### src/rtl/apb_timer_slave.sv
// apb_timer_slave: APB slave hosting a prescaled down-counting timer with
// periodic / oneshot modes and a level interrupt (INTFLAG & IRQEN).
// Build option: define APB_WAIT_STATE_EN to hold PREADY low for the first
// ACCESS cycle of every transfer (3-cycle transfers). The default build
// completes every transfer with zero wait states.
module apb_timer_slave #(
  parameter int ADDRWIDTH = 16,
  parameter int DATAWIDTH = 32
) (
  input  logic                 PCLK,
  input  logic                 PRESET,
  input  logic                 PSEL,
  input  logic                 PENABLE,
  input  logic [ADDRWIDTH-1:0] PADDR,
  input  logic                 PWRITE,
  input  logic [DATAWIDTH-1:0] PWDATA,
  output logic [DATAWIDTH-1:0] PRDATA,
  output logic                 PREADY,
  output logic                 PSLVERR,
  output logic                 TIMERINT
);

  localparam logic [1:0] ST_IDLE   = 2'd0;
  localparam logic [1:0] ST_SETUP  = 2'd1;
  localparam logic [1:0] ST_ACCESS = 2'd2;

  localparam int IW = ADDRWIDTH - 2;
  localparam logic [IW-1:0] IDX_CTRL     = IW'(0);
  localparam logic [IW-1:0] IDX_LOAD     = IW'(1);
  localparam logic [IW-1:0] IDX_VALUE    = IW'(2);
  localparam logic [IW-1:0] IDX_INTSTAT  = IW'(3);
  localparam logic [IW-1:0] IDX_PRESCALE = IW'(4);

  // Access FSM
  logic [1:0] state;
  logic [1:0] state_nxt;

  // Programmer-visible state
  logic                 ctrl_en;
  logic                 ctrl_irqen;
  logic                 ctrl_oneshot;
  logic [DATAWIDTH-1:0] load_q;
  logic [DATAWIDTH-1:0] value_q;
  logic [7:0]           prescale_q;
  logic [7:0]           psc_q;
  logic                 intflag_q;

  // Next-state values
  logic                 en_nxt;
  logic [DATAWIDTH-1:0] value_nxt;
  logic [7:0]           psc_nxt;
  logic                 intflag_nxt;

  // Bus decode
  logic [IW-1:0] word_idx;
  logic sel_ctrl, sel_load, sel_value, sel_intstat, sel_prescale;
  logic addr_hit, intstat_bad, access_err;
  logic access, ready_int, complete;
  logic wr_ok, wr_ctrl, wr_load, wr_value, wr_intstat, wr_prescale;

  // Timer events
  logic tick, tick_eff, zero_hit;

  // Bits [1:0] of the byte address never select anything.
  logic unused_addr_lsb;
  assign unused_addr_lsb = ^PADDR[1:0];

  assign word_idx     = PADDR[ADDRWIDTH-1:2];
  assign sel_ctrl     = (word_idx == IDX_CTRL);
  assign sel_load     = (word_idx == IDX_LOAD);
  assign sel_value    = (word_idx == IDX_VALUE);
  assign sel_intstat  = (word_idx == IDX_INTSTAT);
  assign sel_prescale = (word_idx == IDX_PRESCALE);
  assign addr_hit     = sel_ctrl | sel_load | sel_value | sel_intstat | sel_prescale;

  // INTSTAT only accepts bit 0; any other set bit rejects the whole write.
  assign intstat_bad  = sel_intstat && PWRITE && (PWDATA[DATAWIDTH-1:1] != '0);
  assign access_err   = !addr_hit || intstat_bad;

  assign access   = PSEL && PENABLE;
  assign complete = access && ready_int;

`ifdef APB_WAIT_STATE_EN
  logic wait_done;

  assign ready_int = !(access && !wait_done);

  // Marks that the first ACCESS cycle has elapsed; cleared as the transfer completes.
  always_ff @(posedge PCLK or posedge PRESET) begin
    if (PRESET) wait_done <= 1'b0;
    else        wait_done <= access && !wait_done;
  end
`else
  assign ready_int = 1'b1;
`endif

  assign PREADY  = PRESET | ready_int;
  assign PSLVERR = !PRESET && complete && access_err;

  assign wr_ok       = complete && PWRITE && !access_err;
  assign wr_ctrl     = wr_ok && sel_ctrl;
  assign wr_load     = wr_ok && sel_load;
  assign wr_value    = wr_ok && sel_value;
  assign wr_intstat  = wr_ok && sel_intstat;
  assign wr_prescale = wr_ok && sel_prescale;

  // Tracks the APB phase; a reset abandons whatever transfer was in flight.
  always_ff @(posedge PCLK or posedge PRESET) begin
    // NOTE: clocked state uses non-blocking assignments so every flop sees pre-edge values.
    if (PRESET) state <= ST_IDLE;
    else        state <= state_nxt;
  end

  // Next-state decode for the access FSM.
  always_comb begin
    // NOTE: default first so every path assigns and no latch is inferred.
    state_nxt = ST_IDLE;
    case (state)
      ST_IDLE:   state_nxt = (PSEL && !PENABLE) ? ST_SETUP : ST_IDLE;
      ST_SETUP:  state_nxt = ST_ACCESS;
      ST_ACCESS: begin
        if (!ready_int) state_nxt = ST_ACCESS;
        else if (PSEL)  state_nxt = ST_SETUP;
        else            state_nxt = ST_IDLE;
      end
      default:   state_nxt = ST_IDLE;
    endcase
  end

  // A VALUE write overrides the tick completely, so it never races the counter.
  assign tick     = ctrl_en && (psc_q == prescale_q);
  assign tick_eff = tick && !wr_value;
  assign zero_hit = tick_eff && (value_q == '0);

  // Timer next state: tick effects first, then APB writes take precedence.
  always_comb begin
    en_nxt      = ctrl_en;
    value_nxt   = value_q;
    intflag_nxt = intflag_q;

    if (tick_eff) begin
      if (value_q != '0)     value_nxt = value_q - DATAWIDTH'(1);
      else if (ctrl_oneshot) en_nxt    = 1'b0;
      else                   value_nxt = load_q;
    end
    if (wr_ctrl)  en_nxt    = PWDATA[0];
    if (wr_value) value_nxt = PWDATA;

    // Setting the flag beats a simultaneous write-1-to-clear.
    if (zero_hit)                     intflag_nxt = 1'b1;
    else if (wr_intstat && PWDATA[0]) intflag_nxt = 1'b0;

    // Prescaler restarts whenever it is idle, wraps, VALUE is rewritten or EN toggles.
    if (!ctrl_en || tick || wr_value || (en_nxt != ctrl_en)) psc_nxt = 8'd0;
    else                                                     psc_nxt = psc_q + 8'd1;
  end

  // Timer and register state.
  always_ff @(posedge PCLK or posedge PRESET) begin
    if (PRESET) begin
      ctrl_en      <= 1'b0;
      ctrl_irqen   <= 1'b0;
      ctrl_oneshot <= 1'b0;
      load_q       <= '0;
      value_q      <= '0;
      prescale_q   <= 8'd0;
      psc_q        <= 8'd0;
      intflag_q    <= 1'b0;
    end else begin
      ctrl_en   <= en_nxt;
      value_q   <= value_nxt;
      psc_q     <= psc_nxt;
      intflag_q <= intflag_nxt;
      if (wr_ctrl) begin
        ctrl_irqen   <= PWDATA[1];
        ctrl_oneshot <= PWDATA[2];
      end
      if (wr_load)     load_q     <= PWDATA;
      if (wr_prescale) prescale_q <= PWDATA[7:0];
    end
  end

  // Read mux: only driven during a read access phase, zero otherwise.
  always_comb begin
    PRDATA = '0;
    if (!PRESET && access && !PWRITE) begin
      if (sel_ctrl)     PRDATA = DATAWIDTH'({ctrl_oneshot, ctrl_irqen, ctrl_en});
      if (sel_load)     PRDATA = load_q;
      if (sel_value)    PRDATA = value_q;
      if (sel_intstat)  PRDATA = DATAWIDTH'(intflag_q);
      if (sel_prescale) PRDATA = DATAWIDTH'(prescale_q);
    end
  end

  assign TIMERINT = intflag_q && ctrl_irqen;

endmodule
### config.mk
export PLATFORM = sky130hd
export DESIGN_NAME = apb_timer_slave
export DESIGN_NICKNAME = d
export VERILOG_FILES = /design/src/rtl/apb_timer_slave.sv
export SDC_FILE = /design/constraint.sdc
export NUM_CORES = 1
export LEC_CHECK = 0
export BUFFER_PORTS_ARGS = -buffer_cell sky130_fd_sc_hd__buf_4
export CORE_UTILIZATION = 45
export CTS_BUF_LIST = sky130_fd_sc_hd__clkbuf_4 sky130_fd_sc_hd__clkbuf_8
export CTS_CLUSTER_DIAMETER = 80
export CTS_CLUSTER_SIZE = 28
export DETAILED_ROUTE_END_ITERATION = 6
export PLACE_DENSITY = 0.73
export SLEW_MARGIN = 10
export SYNTH_ARGS = -nofsm -noshare
export SYNTH_HDL_FRONTEND = slang
export SYNTH_SLANG_ARGS = --single-unit
### constraint.sdc
create_clock -name PCLK -period 3 [get_ports PCLK]
set_input_delay 0.45 -clock PCLK [delete_from_list [all_inputs] [get_ports PCLK]]
set_output_delay 0.45 -clock PCLK [all_outputs]
set_load 0.02 [all_outputs]
==> metrics.yaml <==
worst_ep_required_time_ns: 3.27
synthCells: 581
ys_seq_area_share_pct: 39.3
setup_violations: 0
synth-edff-count: 0
fin_nets: 714
drv_slew: 0
postCtsSetupRepairBufs: 0
first_global_vias: 5000
max_stage_delay_ns: 0.60
leakage_nw: 2.73
r2r_slack_ns: 0.24
path_class: "reg -> reg"
setup_ws_ns: 0.242
fin_util_pct: 55.3
crit_slowest_cell: "or4_4"
drt-wirelength-per-cell_um: 19.1
power.density_nw_per_um2: 335
vias: 5026
cts_tree: "built"
grt.total_usage_pct: 25.9
die_h_um: 111
crit_buf_inv: 0
ir_drop_mv: 0.161
portBuffers: 84
dp_slack_ns: 0.104
core_um2: 11500
rows: 39
cts_root_buf: "clkbuf_8"
syn_nets: 637
post_cts_resized: 0
critical_path_depth: 6
die_x_um: 111
ys.flop_type: "dfrtp_1"
worst-path-max-fanout: 14
cts_buffer_depth: 2
timing.critical_path.arrival_ns: 3.03
hold_viol_final: 0
violations: "design-rule violations"
rsz0062_at_grt: "false"
cts_num_sinks: 84
grt_max_degree: 62
antenna_cells: 0
fin_setup_tns_ns: 0
worstReg2RegEnd: "value_q[30]"
finalCriticalPeriod_ns: 2.76
r2r_start: "value_q[16]"
drive_above_1_share_pct: 26.8
cts_buffers: 9
hp-class: "in -> async"
ios: 88
clock_latency_ns: 0.37
antenna_found_initial: 0
yosysUniqueCellTypes: 62
cap_violations: 0
syn_to_final_growth_pct: 18.9
end_kind: "flip-flop"
ys_warn_count: 0
place_congestion: 0.875
drc: 14
dpl.cell_count: 790
htreeDepth: 3
worst_pin_slew_ns: 0.686
worstPathCellList: "nor4_1, nand3_2, or4_4, nand2_1, o21bai_1, a22o_1"
fin_crit_sh_pct: 91.9
avgSynthCellArea_um2: 9.21
status: "finished with violations"
drtIter0Drc: 404
synth_area_um2: 5350
clock_skew_ns: 0.0109
ys_ff_latch: 84
post-synth-top-area-fraction_pct: 39.3
relSlewSlack_pct: 54.2
initial_core_util_pct: 46.5
startpoint_type: "flip-flop"
postCtsHoldBufs: 0
dp_hpwl_um: 10700
dr.pass1.iters: 7
vias_per_cell: 6.24
async_reset_ff_share_pct: 100
die-area_um2: 12300
synth_area_leaders: "dfrtp_1 (39%), mux2_2 (8.4%), nor2_1 (5.3%), a22oi_1 (4.6%), xor2_1 (3.9%)"
rr_worst_depth: 6
ant_nets: 0
drt_wl_total_um: 15400
yosys.area.top_type: "dfrtp_1"
clkTransAtPathRegs_ns: 0.09
fin_cells: 806
max_freq_mhz: 363
cp_top_family: "simple AND/OR/NAND/NOR gates"
grt_overflow_total: 0
grt_pass1_wl_um: 25600
cells in the mapped netlist (all sizes together) (4+ instances only):
master,instances
nor3,13
a31oi,4
and2,4
nand3,21
mux2,41
buf,17
nand4,8
a221o,12
and3,12
o21ai,23
nor4,23
xor2,24
mux2i,4
or4,7
nand2,21
a21o,5
xnor2,15
clkbuf,24
inv,9
a21oi,39
a211oi,13
or3,6
a22oi,33
nor2,75
dfrtp,84
worst max path at each step:
| stage | endpoint | slack [ns] | from |
|---|---|---|---|
| floorplan | PRDATA[21] | 0.25 | PADDR[11] |
| global placement | load_q[18] | 0.24 | PADDR[7] |
| detailed placement | load_q[19] | 0.10 | PADDR[11] |
| CTS | PRDATA[4] | 0.25 | PADDR[11] |
| global route | ctrl_en | 0.1 | value_q[24] |
| finish | value_q[30] | 0.24 | value_q[16] |
metal layers:
| layer | GRT usage (%) | up-vias | wire length (µm) |
|---|---|---|---|
| met5 | 0 | - | 0 |
| met4 | 9.64 | 0 | 298 |
| met3 | 4.87 | 24 | 1130 |
| met2 | 40.7 | 215 | 7200 |
| met1 | 35.7 | 2468 | 6800 |
| li1 | - | 2319 | - |
final cells by class:
class | instances | area, µm²
fill | 1063 | 5150
inverter | 9 | 35.0
clock buffer | 12 | 159
clock inverter | 4 | 47.5
tap | 143 | 179
multi-input combinational | 447 | 3030
timing repair buffer | 107 | 816
sequential | 84 | 2100
logic make-up (layout without fill, tap and decap cells):
group	count (synthesis)	after routing	synth area share, %
AND/OR/NAND/NOR	208	208	20.4
AO/OA/AOI/OAI	150	150	19.2
flip-flops	84	84	39.3
buffers and inverters	50	132	4.25
multiplexers	46	46	9.79
XOR/XNOR	39	39	6.38
adder cells (fa/ha/maj)	3	3	0.701
other	1	1	0.0700
stage by stage:
step / total power [mW] / cell area (µm²) / hold WS [ns]
final: 2.13 / 6360 / 0.0891
after global routing: 2.21 / 6360 / 0.116
after CTS: 2.14 / 6360 / 0.0996
after detailed placement: 1.29 / 6160 / 0.500
after global placement: 1.29 / 6160 / 0.495
after floorplan: 1.20 / 5350 / 0.479
power by group:
part,internal (mW),switching (mW)
sequential,1.13,0.00332
combinational,0.0580,0.0735
clock,0.437,0.427
total,1.63,0.504
cells in the final DEF (no fill, tap or decap), drive strengths merged, types with 3 or more instances in the layout:
| master | count |
|---|---|
| xnor2 | 15 |
| nand2 | 21 |
| mux2i | 4 |
| nor3 | 13 |
| o21ai | 23 |
| clkinv | 3 |
| a21oi | 39 |
| nand4 | 8 |
| clkbuf | 12 |
| a22oi | 33 |
| nor3b | 3 |
| mux2 | 41 |
| buf | 107 |
| ha | 3 |
| inv | 8 |
| a31oi | 4 |
| a221o | 12 |
| dfrtp | 84 |
| nor2 | 75 |
| or3 | 6 |
| nor2b | 3 |
| a21o | 5 |
| or2 | 3 |
| o211ai | 3 |
| nand3 | 21 |
| and3 | 12 |
| xor2 | 24 |
| or4 | 7 |
| and2 | 4 |
| a211oi | 13 |
| a222oi | 3 |
| nor4 | 23 |
sequential cells by signal (all words and copies together), names as in the netlist:
| name | flops |
|---|---|
| prescale_q | 8 |
| psc_q | 8 |
| load_q | 32 |
| intflag_q | 1 |
| ctrl_en | 1 |
| ctrl_oneshot | 1 |
| ctrl_irqen | 1 |
| value_q | 32 |
Note: power is estimated with default switching activity, not from simulation.
